### src/rtl/tdm_demux5_rx.sv
// -----------------------------------------------------------------------------
// tdm_demux5_rx
//   Receive end of an N:1 time-division select-mux link. Samples arrive one
//   per slot with a frame-sync marker on slot 0; each is steered into the
//   shadow register picked by an internal slot counter. When the last slot
//   arrives, the whole frame is presented in parallel on dout together with
//   a one-cycle frame_valid strobe.
//
// Parameters
//   N  channels (slots) per frame, 2..8
//   W  sample width in bits
//
// Ports
//   clk          rising-edge clock
//   rst          synchronous active-high reset
//   din          serial sample
//   din_valid    din holds a sample this cycle
//   sync         current sample is slot 0 (ignored when din_valid=0)
//   dout         parallel frame, channel k at [k*W +: W]
//   frame_valid  one-cycle strobe: dout was loaded with a complete frame
//   slot         slot the next accepted sample will occupy
//   locked       high while framing is established (RUN)
//   sync_err     one-cycle strobe on a framing violation
//   err_cnt      (TDM_DEMUX_ERRCNT_EN only) saturating count of sync_err
//
// Optional feature macro: TDM_DEMUX_ERRCNT_EN
// -----------------------------------------------------------------------------
module tdm_demux5_rx #(
  parameter int N = 5,
  parameter int W = 1
) (
  input  logic           clk,
  input  logic           rst,
  input  logic [W-1:0]   din,
  input  logic           din_valid,
  input  logic           sync,
  output logic [N*W-1:0] dout,
  output logic           frame_valid,
  output logic [2:0]     slot,
  output logic           locked,
  output logic           sync_err
`ifdef TDM_DEMUX_ERRCNT_EN
  ,
  output logic [7:0]     err_cnt
`endif
);

  typedef enum logic {IDLE = 1'b0, RUN = 1'b1} state_t;

  localparam logic [2:0] LAST_SLOT = 3'(N - 1);

  state_t               state;
  // Slots 0..N-2 are buffered; the last slot goes straight from din to dout.
  logic [(N-1)*W-1:0]   shadow;

  assign locked = (state == RUN);

  always_ff @(posedge clk) begin
    if (rst) begin
      // NOTE: the shadow bank is cleared on reset too, so no stale sample from
      // before reset can ever be observed; it is small enough to be flops.
      state       <= IDLE;
      slot        <= '0;
      shadow      <= '0;
      dout        <= '0;
      frame_valid <= 1'b0;
      sync_err    <= 1'b0;
`ifdef TDM_DEMUX_ERRCNT_EN
      err_cnt     <= '0;
`endif
    end else begin
      // NOTE: strobes default low every cycle and are only raised below;
      // all state here uses non-blocking assignments so every branch sees
      // the pre-edge values of slot/state/shadow.
      frame_valid <= 1'b0;
      sync_err    <= 1'b0;

      if (din_valid) begin
        unique case (state)
          IDLE: begin
            // Unsynced samples are dropped silently while hunting for sync.
            if (sync) begin
              shadow[0 +: W] <= din;
              slot           <= 3'd1;
              state          <= RUN;
            end
          end

          RUN: begin
            if (sync) begin
              // Sync anywhere but slot 0 restarts the frame; the partial
              // frame stays in shadow but will be overwritten before use.
              if (slot != 3'd0) begin
                sync_err <= 1'b1;
`ifdef TDM_DEMUX_ERRCNT_EN
                if (err_cnt != 8'hFF) err_cnt <= err_cnt + 8'd1;
`endif
              end
              shadow[0 +: W] <= din;
              slot           <= 3'd1;
            end else if (slot == 3'd0) begin
              // Missing sync where one was due: drop lock and the sample.
              sync_err <= 1'b1;
              state    <= IDLE;
`ifdef TDM_DEMUX_ERRCNT_EN
              if (err_cnt != 8'hFF) err_cnt <= err_cnt + 8'd1;
`endif
            end else if (slot == LAST_SLOT) begin
              dout        <= {din, shadow};
              frame_valid <= 1'b1;
              slot        <= 3'd0;
            end else begin
              // Constant-index loop keeps the write decode within the
              // shadow bank regardless of the 3-bit slot width.
              for (int k = 1; k < N - 1; k++) begin
                if (slot == 3'(k)) shadow[k*W +: W] <= din;
              end
              slot <= slot + 3'd1;
            end
          end

          default: state <= IDLE;
        endcase
      end
    end
  end

endmodule

### config.mk
export PLATFORM = sky130hd
export DESIGN_NAME = tdm_demux5_rx
export DESIGN_NICKNAME = d
export VERILOG_FILES = /design/src/rtl/tdm_demux5_rx.sv
export SDC_FILE = /design/constraint.sdc
export NUM_CORES = 1
export LEC_CHECK = 0
export ABC_CLOCK_PERIOD_IN_PS = 4200
export CORE_AREA = 3 3 40 42
export CTS_BUF_LIST = sky130_fd_sc_hd__clkbuf_16
export CTS_CLUSTER_SIZE = 20
export DETAILED_ROUTE_END_ITERATION = 16
export DIE_AREA = 0 0 43 45
export DONT_BUFFER_PORTS = 1
export GPL_TIMING_DRIVEN = 0
export HOLD_SLACK_MARGIN = 0.06
export PLACE_DENSITY = 0.75
export SLEW_MARGIN = 20
export SYNTH_ARGS = -nofsm -noshare
export SYNTH_HDL_FRONTEND = slang
export SYNTH_SLANG_ARGS = --single-unit
### constraint.sdc
create_clock -name clk -period 4.2 [get_ports clk]
set_input_delay 0.84 -clock clk [delete_from_list [all_inputs] [get_ports clk]]
set_output_delay 0.84 -clock clk [all_outputs]
set_load 0.02 [all_outputs]
**Word-level counts from Yosys, hierarchy flattened**

Index checks and enable logic that the tools add are counted.

- Flip-flop bits (word level): 15
- Bits of input ports: 5
- Output and inout bits: 11
- Logic and storage cells: 45

- $add $sub $neg: 1
- Eq/ne operators: 6
- Muxes and demuxes: 14
- Bitwise operators: 5
- Reduce and logical (&&, ||, !) cells: 10

Operator list:

| kind | count |
|---|---|
| 6-bit AND reduction | 3 |
| 3-bit two-way mux | 4 |
| 1-bit two-way mux | 8 |
| 3-bit by 2-bit == test with 1-bit output (second input constant) | 2 |
| 3-bit case mux with 2 select lines | 1 |
| 1-bit NOT | 5 |
| 5-bit AND reduction | 1 |
| 5-bit OR reduction | 1 |
| 3-bit by 1-bit adder with 3-bit output (second input constant) | 1 |
| 3-bit by 1-bit == test with 1-bit output (second input constant) | 1 |
| 3-bit == test (second input constant) | 1 |
| 3-bit zero test | 1 |
| 3-bit != test (second input constant) | 1 |
| 3-bit AND reduction | 1 |
| 3-bit nonzero test | 1 |
| 3-bit OR reduction | 1 |
| 2-bit != test (second input constant) | 1 |
| 1-bit case mux with 2 select lines | 1 |
| 2-bit AND reduction | 1 |

**Longest topological paths before layout**

- Depth after elaboration: 5
- Mapped depth: 8
- Gate-level depth less buffers: 8

**Least setup slack after synthesis**

No wires, ideal clock.

- Path kind: register to register
- Start: register slot[0]
- End: register dout[0]
- Setup time: 72 ps
- Arrival: 1717 ps
- Path slack: 2411 ps
- Cell stages (with the launch flop): 9
- Path buffers: 0
- Path through: dfxtp_1 -> inv_1 -> ha_1 -> and2b_1 -> inv_1 -> ha_1 -> nand3_1 -> nor2_1 -> mux2i_1

- Word-level cells in the longest chain between the ends: 3
- Elaborated cells between the ends (all ways): 4
- Those cells by class: eq/ne (1); bitwise (1); reduce/logical (2)

Ends and longest elaborated chain:

| element | line | RTL |
|---|---|---|
| from (decl) | 39 | `output logic [2:0] slot,` |
| from (signal assigned) | 118 | `slot <= slot + 3'd1;` |
| 3-bit zero test | 101 | `end else if (slot == 3'd0) begin` |
| 1-bit NOT (no source line) | - |  |
| 5-bit AND reduction (no source line) * | - |  |
| to (signal assigned) | 109 | `dout <= {din, shadow};` |
| to (decl) | 37 | `output logic [N*W-1:0] dout,` |

Every way passes the cells marked *; elsewhere a longest branch is shown, timed or not.
A chain may end at the register's enable or synchronous reset.

**Final worst setup path**

- Start: register slot[0]
- End: register dout[2]

The elaborated chain is that of the path after synthesis.

==> Implementation_results.wiki <==
{| class="wikitable"
! Metric !! Value
|-
| Area of the die || 1940 um^2
|-
| Result of the run || finished clean
|-
| Setup slack of the worst register-to-register path || 2170 ps
|-
| Post-route standard cell area excluding fillers || 832 um^2
|-
| Vertical extent of the die || 45 um
|-
| Maximum fanout along the worst path || 6
|-
| Pin count of the biggest net entering global routing || 11
|-
| Leading register cell type out of synthesis || sky130_fd_sc_hd__dfxtp_1
|-
| Number of buffers inserted during clock tree synthesis || 3
|-
| Via count || 530
|-
| TritonRoute pass-1 iters || 4
|-
| Number of levels the H-tree was split into || 1
|-
| Floorplan Core Area || 1280 um^2
|-
| Congestion Overflow GR || 0
|-
| Final Skew || 1.85 ps
|-
| Static Leak || 0.341 nW
|-
| Total of max-cap violations || 0
|-
| Critical path data required time || 4370 ps
|-
| Synth Instances || 75
|-
| # diodes || 0
|-
| Post-route clock period utilization || 48.4%
|-
| Final std cells w/o fill || 94
|-
| Crit path largest cell delay || 540 ps
|-
| Critical Path Sink Type || register
|-
| Area of the mapped netlist || 734 um^2
|-
| Number of flip-flops and latches in the synthesized netlist || 15
|-
| Cell family contributing the most delay on the critical path || simple AND/OR/NAND/NOR gates
|-
| Number of buffer and inverter stages on the critical path || 2
|-
| EDFF count, synth || 0
|-
| Critical path startpoint category || register
|-
| Overall track demand over capacity in global routing || 15.4%
|-
| Global-route wire length before repair || 2190 um
|-
| Distinct cell type count of the synthesized netlist || 23
|-
| Chain of cells forming the critical path || inv_1 > ha_1 > and2b_1 > inv_1 > ha_1 > nand3_1 > nor2_1 > mux2i_1
|-
| Number of global-route vias before repair || 487
|-
| Post-DRT Antenna Nets || 0
|-
| Setup Viol. Count Final || 0
|-
| Clock transition time at the flip-flop clock pins of the worst setup and hold paths || 50 ps
|-
| Instance count after placement with tap cells included || 90
|-
| Average wire length per cell after detail routing || 14.4 um
|-
| Worst-skew pair later-pin latency || 240 ps
|-
| Tightest Hold Check Type || register to register
|-
| CP max-delay cell || sky130_fd_sc_hd__dfxtp_1
|-
| Maximum root-to-sink buffer count || 2
|-
| Number of I/O pins || 16
|-
| Detailed Place HPWL || 982 um
|-
| Worst hold slack || 480 ps
|-
| Post-CTS setup buffer count || 0
|-
| Final Hold Viols || 0
|-
| Sequential fraction of the synthesis area || 40.9%
|-
| Total Nets Final || 92
|-
| Slew of the pin with the lowest slew margin || 432 ps
|-
| Area growth, synth to finish || 13.3%
|-
| Cell Rows || 13
|-
| Synthesized Nets || 87
|-
| Gp weighted congestion || 0.801
|-
| TNS Setup || 0 ps
|-
| Number of I/O port buffers || 0
|-
| Max-slew violation count || 0
|-
| Number of sinks driven by the clock tree || 15
|-
| Warning count from the yosys run || 0
|-
| CTS Hold Bufs || 0
|-
| Highest clock rate || 492 MHz
|-
| Post-layout min period || 2030 ps
|-
| Crit path DAT || 2200 ps
|-
| CTS tree || done
|-
| Area post-placement || 753 um^2
|-
| Wire length reported by the detailed router || 1350 um
|-
| Post-route setup slack || 2170 ps
|-
| Effective utilization at floorplan || 57.2%
|-
| Pre-CTS WS || 2170 ps
|-
| Async S/R FF share, synth || 0%
|-
| Max rail drop VDD || 0.000246 V
|-
| Worst slew slack as a fraction of its limit || 71.2%
|-
| Post-cts resize count || 0
|-
| Power density of the placed cells || 414 nW/um^2
|-
| Iter 0 DRT Violations || 8
|-
| Initial antenna violation count || 0
|-
| RSZ-0062 raised after global routing || false
|-
| Power after layout || 0.345 mW
|-
| Mean post-synth cell area || 9.79 um^2
|-
| Setup CP Type || register to register
|-
| Proportion of layout cells with a drive suffix above 1 || 7.59%
|-
| Ratio of routed vias to standard cells || 5.64
|-
| Utilization after layout || 64.8%
|-
| # DRC || 0
|-
| Root Buffer || sky130_fd_sc_hd__clkbuf_16
|-
| Width of the chip || 43 um
|}
-- routing by layer --
| layer | wire [um] | GRT usage [%] | up-vias |
|---|---|---|---|
| li1 | - | - | 268 |
| met1 | 624 | 19.4 | 245 |
| met2 | 635 | 23.4 | 17 |
| met3 | 92 | 5.98 | 0 |
| met4 | 0 | 7.23 | 0 |
| met5 | 0 | 0 | - |
-- path summary, 6_finish.rpt --
check,start,to,depth (start not counted)
worst max-delay path,slot[0],dout[2],8
worst max register to register,slot[0],dout[2],8
worst min-delay path,shadow[0],dout[0],2
worst min register to register,shadow[0],dout[0],2
-- registers in the layout (all words and copies together) (netlist names) --
register	count
dout	5
frame_valid	1
locked	1
shadow	4
slot	3
sync_err	1
-- Yosys cell counts, types with 2 or more instances --
cell,number,area [um^2]
sky130_fd_sc_hd__a21oi_1,2,10.0
sky130_fd_sc_hd__nor2_1,2,7.51
sky130_fd_sc_hd__dfxtp_1,15,300
sky130_fd_sc_hd__nand2_1,4,15.0
sky130_fd_sc_hd__mux2i_1,10,100
sky130_fd_sc_hd__ha_1,7,87.6
sky130_fd_sc_hd__nand3_1,4,20.0
sky130_fd_sc_hd__nand2b_1,12,75.1
sky130_fd_sc_hd__inv_1,5,18.8
-- cell families after synthesis --
family	count (synthesis)	synth area share, %
AO/OA/AOI/OAI	6	5.28
adder cells (fa/ha/maj)	7	11.9
buffers and inverters	6	3.07
flip-flops	15	40.9
multiplexers	10	13.6
AND/OR/NAND/NOR	31	25.2
-- cells in the final DEF, fill, tap and decap left out --
master	count
sky130_fd_sc_hd__clkbuf_1	1
sky130_fd_sc_hd__inv_1	6
sky130_fd_sc_hd__nand3_1	4
sky130_fd_sc_hd__nand2b_1	12
sky130_fd_sc_hd__nand4_1	1
sky130_fd_sc_hd__a31oi_1	1
sky130_fd_sc_hd__and4bb_2	1
sky130_fd_sc_hd__mux2i_1	10
sky130_fd_sc_hd__nand2_1	4
sky130_fd_sc_hd__and2b_1	1
sky130_fd_sc_hd__or3_1	1
sky130_fd_sc_hd__o21ai_2	1
sky130_fd_sc_hd__a311oi_1	1
sky130_fd_sc_hd__nor3b_1	1
sky130_fd_sc_hd__nor2_1	2
sky130_fd_sc_hd__ha_1	7
sky130_fd_sc_hd__nand4b_1	1
sky130_fd_sc_hd__nand2_2	1
sky130_fd_sc_hd__clkbuf_16	3
sky130_fd_sc_hd__nor4_1	1
sky130_fd_sc_hd__or2_1	1
sky130_fd_sc_hd__a21oi_1	2
sky130_fd_sc_hd__dfxtp_1	15
sky130_fd_sc_hd__o21ai_0	1
-- worst min-delay path, stage by stage, from the launching register on --
cell and delay, ps:
sky130_fd_sc_hd__dfxtp_1 310, sky130_fd_sc_hd__nand2b_1 60, sky130_fd_sc_hd__mux2i_1 60
-- area by class of cell --
class                      instances  area, um^2
clock inverter                     1        3.75
sequential                        15         300
inverter                           5        18.8
fill                              97         453
buffer                             1        3.75
clock buffer                       3        75.1
multi-input combinational         54         412
tap                               15        18.8
-- power by group --
| group | internal (mW) | leakage (nW) | switching [mW] |
|---|---|---|---|
| combinational | 0.00749 | 0.177 | 0.00899 |
| sequential | 0.145 | 0.121 | 0.00518 |
| clock | 0.126 | 0.0423 | 0.0525 |
Note: power is estimated with default switching activity, not from simulation.
==> patch 1, RTL diff (config.mk and constraints unchanged) <==
Set the parameter `N` to 6 (it was 5).
--- a/src/rtl/tdm_demux5_rx.sv
+++ b/src/rtl/tdm_demux5_rx.sv
@@ -27,5 +27,5 @@
 // -----------------------------------------------------------------------------
 module tdm_demux5_rx #(
-  parameter int N = 5,
+  parameter int N = 6,
   parameter int W = 1
 ) (
Ports: changed (resized dout); port bits go from 16 to 17. The function was not compared with the original's and may differ.
==> patch 1 against the original RTL <==
Die area did not move; clock power rose by 8%; via count rose by 30%; sequential cell count rose by 2; final area rose by 12%; total power rose by 11%; combinational power rose by 36%; critical path type unchanged; sequential share of layout area rose by 0.37 points; routed wire length rose by 30%; first-iteration DRC count rose by 38%; count of clock-buffer cells in the layout did not move; critical endpoint is now dout[3]$_SDFFE_PP0P_; synthesized area rose by 14%; core utilization rose by 7.9 points; highest routed layer is now met4; setup slack improved by 0.15 ns.
==> patch 1: results (changes against the original RTL) <==
| Metric | Value |
|---|---|
| R2R depth | 7 (-1) |
| Post-synthesis sequential area ratio | 40.8% (-0.11 points) |
| Vias in the first global route | 675 (+39%) |
| Max Freq | 532 MHz (+8.2%) |
| Seq group | 0.167 mW (+11%) |
| Number of setup buffers added after CTS | 0 (unchanged) |
| Top cells by count, synth | dfxtp_1 (17), a21oi_1 (10), nand3_1 (9) |
| Hold endpoint | dout[1]$_SDFFE_PP0P_ |
| Signal buf overhead | 5.09% (+4.6 points) |
| Clock latency on the worst-skew pair | 0.25 ns |
| Peak supply drop | 263 uV (+6.9%) |
| Worst Skew | 0.00280 ns (+0.000952 ns) |
| Cell count after placement | 111 (+23%) |
| CP Max Fanout | 10 (+4) |
| Leak | 0.350 nW (+2.7%) |
| Logic inverters | 4 (-1) |
| R2r setup slk | 2.32 ns (+0.15 ns) |
| First-pass GRT wire length | 2900 um (+32%) |
| Detailed Place HPWL | 1230 um (+26%) |
| Storage cell area | 340 um^2 (+13%) |
| Post-CTS sizing | 0 (unchanged) |
| Unique masters post-synth | 33 (+43%) |
| Post-synthesis register bit count | 17 (+2) |
| Largest regs | dout: 6 flops, shadow: 5 flops, slot: 3 flops |
| Via count | 688 (+30%) |
| R2r endpoint | dout[3]$_SDFFE_PP0P_ |
| Buffers outside the clock class | 9 (+8) |
| Clock buf/inv share | 8.58% (-0.89 points) |
| Multi-input gates | 66 (+22%) |
| Final GP Congestion | 0.893 (+12%) |
| Avg WL per Cell | 15.3 um (+6.3%) |
| Area contributors post-synth | dfxtp_1 (41%), a21oi_1 (6.0%), nand3_1 (5.4%) |
| Syn nets | 104 (+20%) |
| Synth Instances | 96 (+28%) |
| DP Area | 853 um^2 (+13%) |
| Worst slew pin tran | 0.421 ns (-0.0112 ns) |
| Status | complete, no violations |
| Area of the multi-input gates | 429 um^2 (+4.3%) |
| WHS | 0.465 ns (-0.0147 ns) |
| Filler cells | 94 (-3.1%) |
| Clock power frac | 50.3% (-1.4 points) |
| Iter 0 DRT Violations | 11 (+3) |
| Worst setup path endpoint | dout[3]$_SDFFE_PP0P_ |
| Total GRT Usage | 20.0% (+4.6 points) |
| P_clk | 0.192 mW (+8%) |
| Area delta synth->final | 11.8% |
| Share of cells above drive strength 1 | 11.0% (+3.4 points) |
| CTS clock-pin slew for the worst setup and hold paths | 0.05 ns (about the same) |
==> patch 1: cell types whose count changed after synthesis, moves of 4 or more <==
cell and change:
a21oi_1 +8, mux2i_1 -7, nand2b_1 -7, o21ai_0 +6, nand3_1 +5, clkbuf_1 +4
ha_1 -4
==> patch 1: per-layer routing <==
layer  wire, um  part of all wire, %  vias up  global-route usage (%)
li1           -                    -      349                       -
met1        814                   46      314                    23.3
met2        840                   48       20                    35.9
met3         79                  4.5        5                    3.98
met4         23                  1.3        0                    8.43
met5          0                    0        -                       0
==> patch 1: cells by family after synthesis <==
group,Yosys count,synth area share [%]
fa+ha+maj,3,4.50
flops,17,40.8
simple gates,34,24.3
xor+xnor,1,1.05
mux,3,3.60
buf+inv,13,7.80
compound gates,25,18.0
==> patch 1: critical path: cells and delay by family (launching register included) <==
kind / cells / cell delay [ns]
buffers and inverters: 2 / 0.38
AOI/OAI and AO/OA: 1 / 0.06
adders and majority gates: 1 / 0.22
DFF: 1 / 0.40
and+or+nand+nor: 3 / 0.69
==> patch 2, RTL diff (config.mk and constraints unchanged) <==
Made on the original files. Make the reset (`rst`) asynchronous in one clocked block. Comments in the files are not updated.
--- a/src/rtl/tdm_demux5_rx.sv
+++ b/src/rtl/tdm_demux5_rx.sv
@@ -56,5 +56,5 @@
   assign locked = (state == RUN);
 
-  always_ff @(posedge clk) begin
+  always_ff @(posedge clk or posedge rst) begin
     if (rst) begin
       // NOTE: the shadow bank is cleared on reset too, so no stale sample from
Formal check against the unedited RTL: differs if rst is asserted again (counterexample within 4 cycles, from zero or initial values and one cycle with rst high); with rst held inactive, the same outputs for 10 cycles.
==> patch 2 against the original RTL <==
Setup slack got worse by 0.11 ns; synthesized area up 1.9%; final area rose by 1.8%; via count shrank 15%; routed wire length fell by 10%; sequential cell count unchanged; sequential share of layout area rose by 8.2 points; largest cell class is now sequential cells.
Power is not compared: it rests on default switching activity, and its combinational part moved more than twofold at a synthesized area within 25%.
==> patch 2: results (changes against the original RTL) <==
| Metric | Value |
|---|---|
| First-pass GRT wire length | 2150 um (-1.9%) |
| Avg WL per Cell | 15.0 um (+4.3%) |
| CTS clock-pin slew for the worst setup and hold paths | 0.05 ns (about the same) |
| Status | complete, no violations |
| Slowest CP cell | dfrtp_1 |
| Unique masters post-synth | 19 (-17%) |
| Iter 0 DRT Violations | 3 (-5) |
| 1st-pass router iterations | 3 (-1) |
| CP max stage delay | 0.53 ns |
| Pin count of the biggest net entering global routing | 16 (+5) |
| Worst Skew | 0.00644 ns (+0.00459 ns) |
| Initial antenna violation count | 0 (unchanged) |
| Area contributors post-synth | dfrtp_1 (50%), ha_1 (12%), mux2_4 (10%) |
| Cell count after placement | 77 (-14%) |
| Share of cells above drive strength 1 | 25.8% (+18 points) |
| Post-synth ARST share | 100% (+100 points) |
| Arr. time, crit path | 2.27 ns (+0.07 ns) |
| Synth Instances | 62 (-17%) |
| Nets | 79 (-14%) |
| Syn nets | 74 (-15%) |
| Detailed Place HPWL | 887 um (-9.7%) |
| Via count | 452 (-15%) |
| Delay-heaviest family, CP | flip-flops |
| Total GRT Usage | 15.0% (-0.37 points) |
| Vias in the first global route | 488 (+0.21%) |
| Top cells by count, synth | dfrtp_1 (15), inv_1 (8), ha_1 (7), nand2_1 (7), mux2_4 (5) |
| Post-synthesis sequential area ratio | 50.2% (+9.3 points) |
| Total Wirelength | 1220 um (-10%) |
| R2r setup slk | 2.05 ns (-0.11 ns) |
| Worst slew pin tran | 0.568 ns (+0.136 ns) |
[patch 2: cell types whose count changed after synthesis, sizes merged, moves of 2 or more]
cell / change
nand2: +3
inv: +3
nand3: -2
dfxtp: -15
nor2: -2
nand2b: -12
dfrtp: +15
mux2: +9
mux2i: -10
[patch 2: metrics by stage]
| step | hold slack [ns] | worst slack, ns | area, um^2 |
|---|---|---|---|
| 5_1_grt | 0.519 | 1.94 | 847 |
| 2_1_floorplan | 0.476 | 2.22 | 748 |
| 4_1_cts | 0.505 | 2.04 | 847 |
| 3_5_place_dp | 0.493 | 2.07 | 767 |
| 3_3_place_gp | 0.484 | 2.12 | 767 |
| 6_report | 0.501 | 2.05 | 847 |
[patch 2: kinds of logic after synthesis]
group / Yosys count / synth area share [%]
and+or+nand+nor: 15 / 10.9
DFF: 15 / 50.2
buffers and inverters: 9 / 5.52
muxes: 9 / 16.1
AOI/OAI and AO/OA: 7 / 5.69
adders and majority gates: 7 / 11.7
[patch 2: layer usage]
| metal | track usage (%) | vias to the layer above | share of wire (%) |
|---|---|---|---|
| li1 | - | 220 | - |
| met1 | 19.4 | 217 | 47 |
| met2 | 23.4 | 13 | 46 |
| met3 | 4.38 | 2 | 6.3 |
| met4 | 7.23 | 0 | 0.82 |
| met5 | 0 | - | 0 |
[patch 2: report_power, final]
group,internal [mW],switching [mW]
registers,0.189,0.0776
clock network,0.127,0.0536
logic,0.0661,0.0617
total,0.381,0.193
[patch 2: final timing paths]
kind,from,end,cells after the start
min,shadow[2]$_DFFE_PP0P_,shadow[2]$_DFFE_PP0P_,1
min in group asynchronous,rst,slot[2]$_DFFE_PP0P_,1
max in group asynchronous,rst,locked$_DFFE_PP0P_,1
max reg2reg,slot[0]$_DFFE_PP0P_,dout[2]$_DFFE_PP0P_,8
max,slot[0]$_DFFE_PP0P_,dout[2]$_DFFE_PP0P_,8
min reg2reg,shadow[2]$_DFFE_PP0P_,shadow[2]$_DFFE_PP0P_,1
[patch 2: cell type report]
type | count | area (um^2)
fillers | 104 | 438
flip-flops and latches | 15 | 375
multi-input cells | 38 | 332
clock buffers | 3 | 75.1
inverters | 8 | 30.0
well taps | 15 | 18.8
plain buffers | 1 | 11.3
clock inverters | 1 | 5.00
[patch 2: worst register-to-register path, stage by stage (launching register included)]
cell and delay [ns]:
dfrtp_1 0.53, inv_1 0.11, ha_1 0.26, nand2_1 0.11
ha_1 0.15, inv_1 0.04, or3_1 0.38, buf_6 0.15
mux2_4 0.30
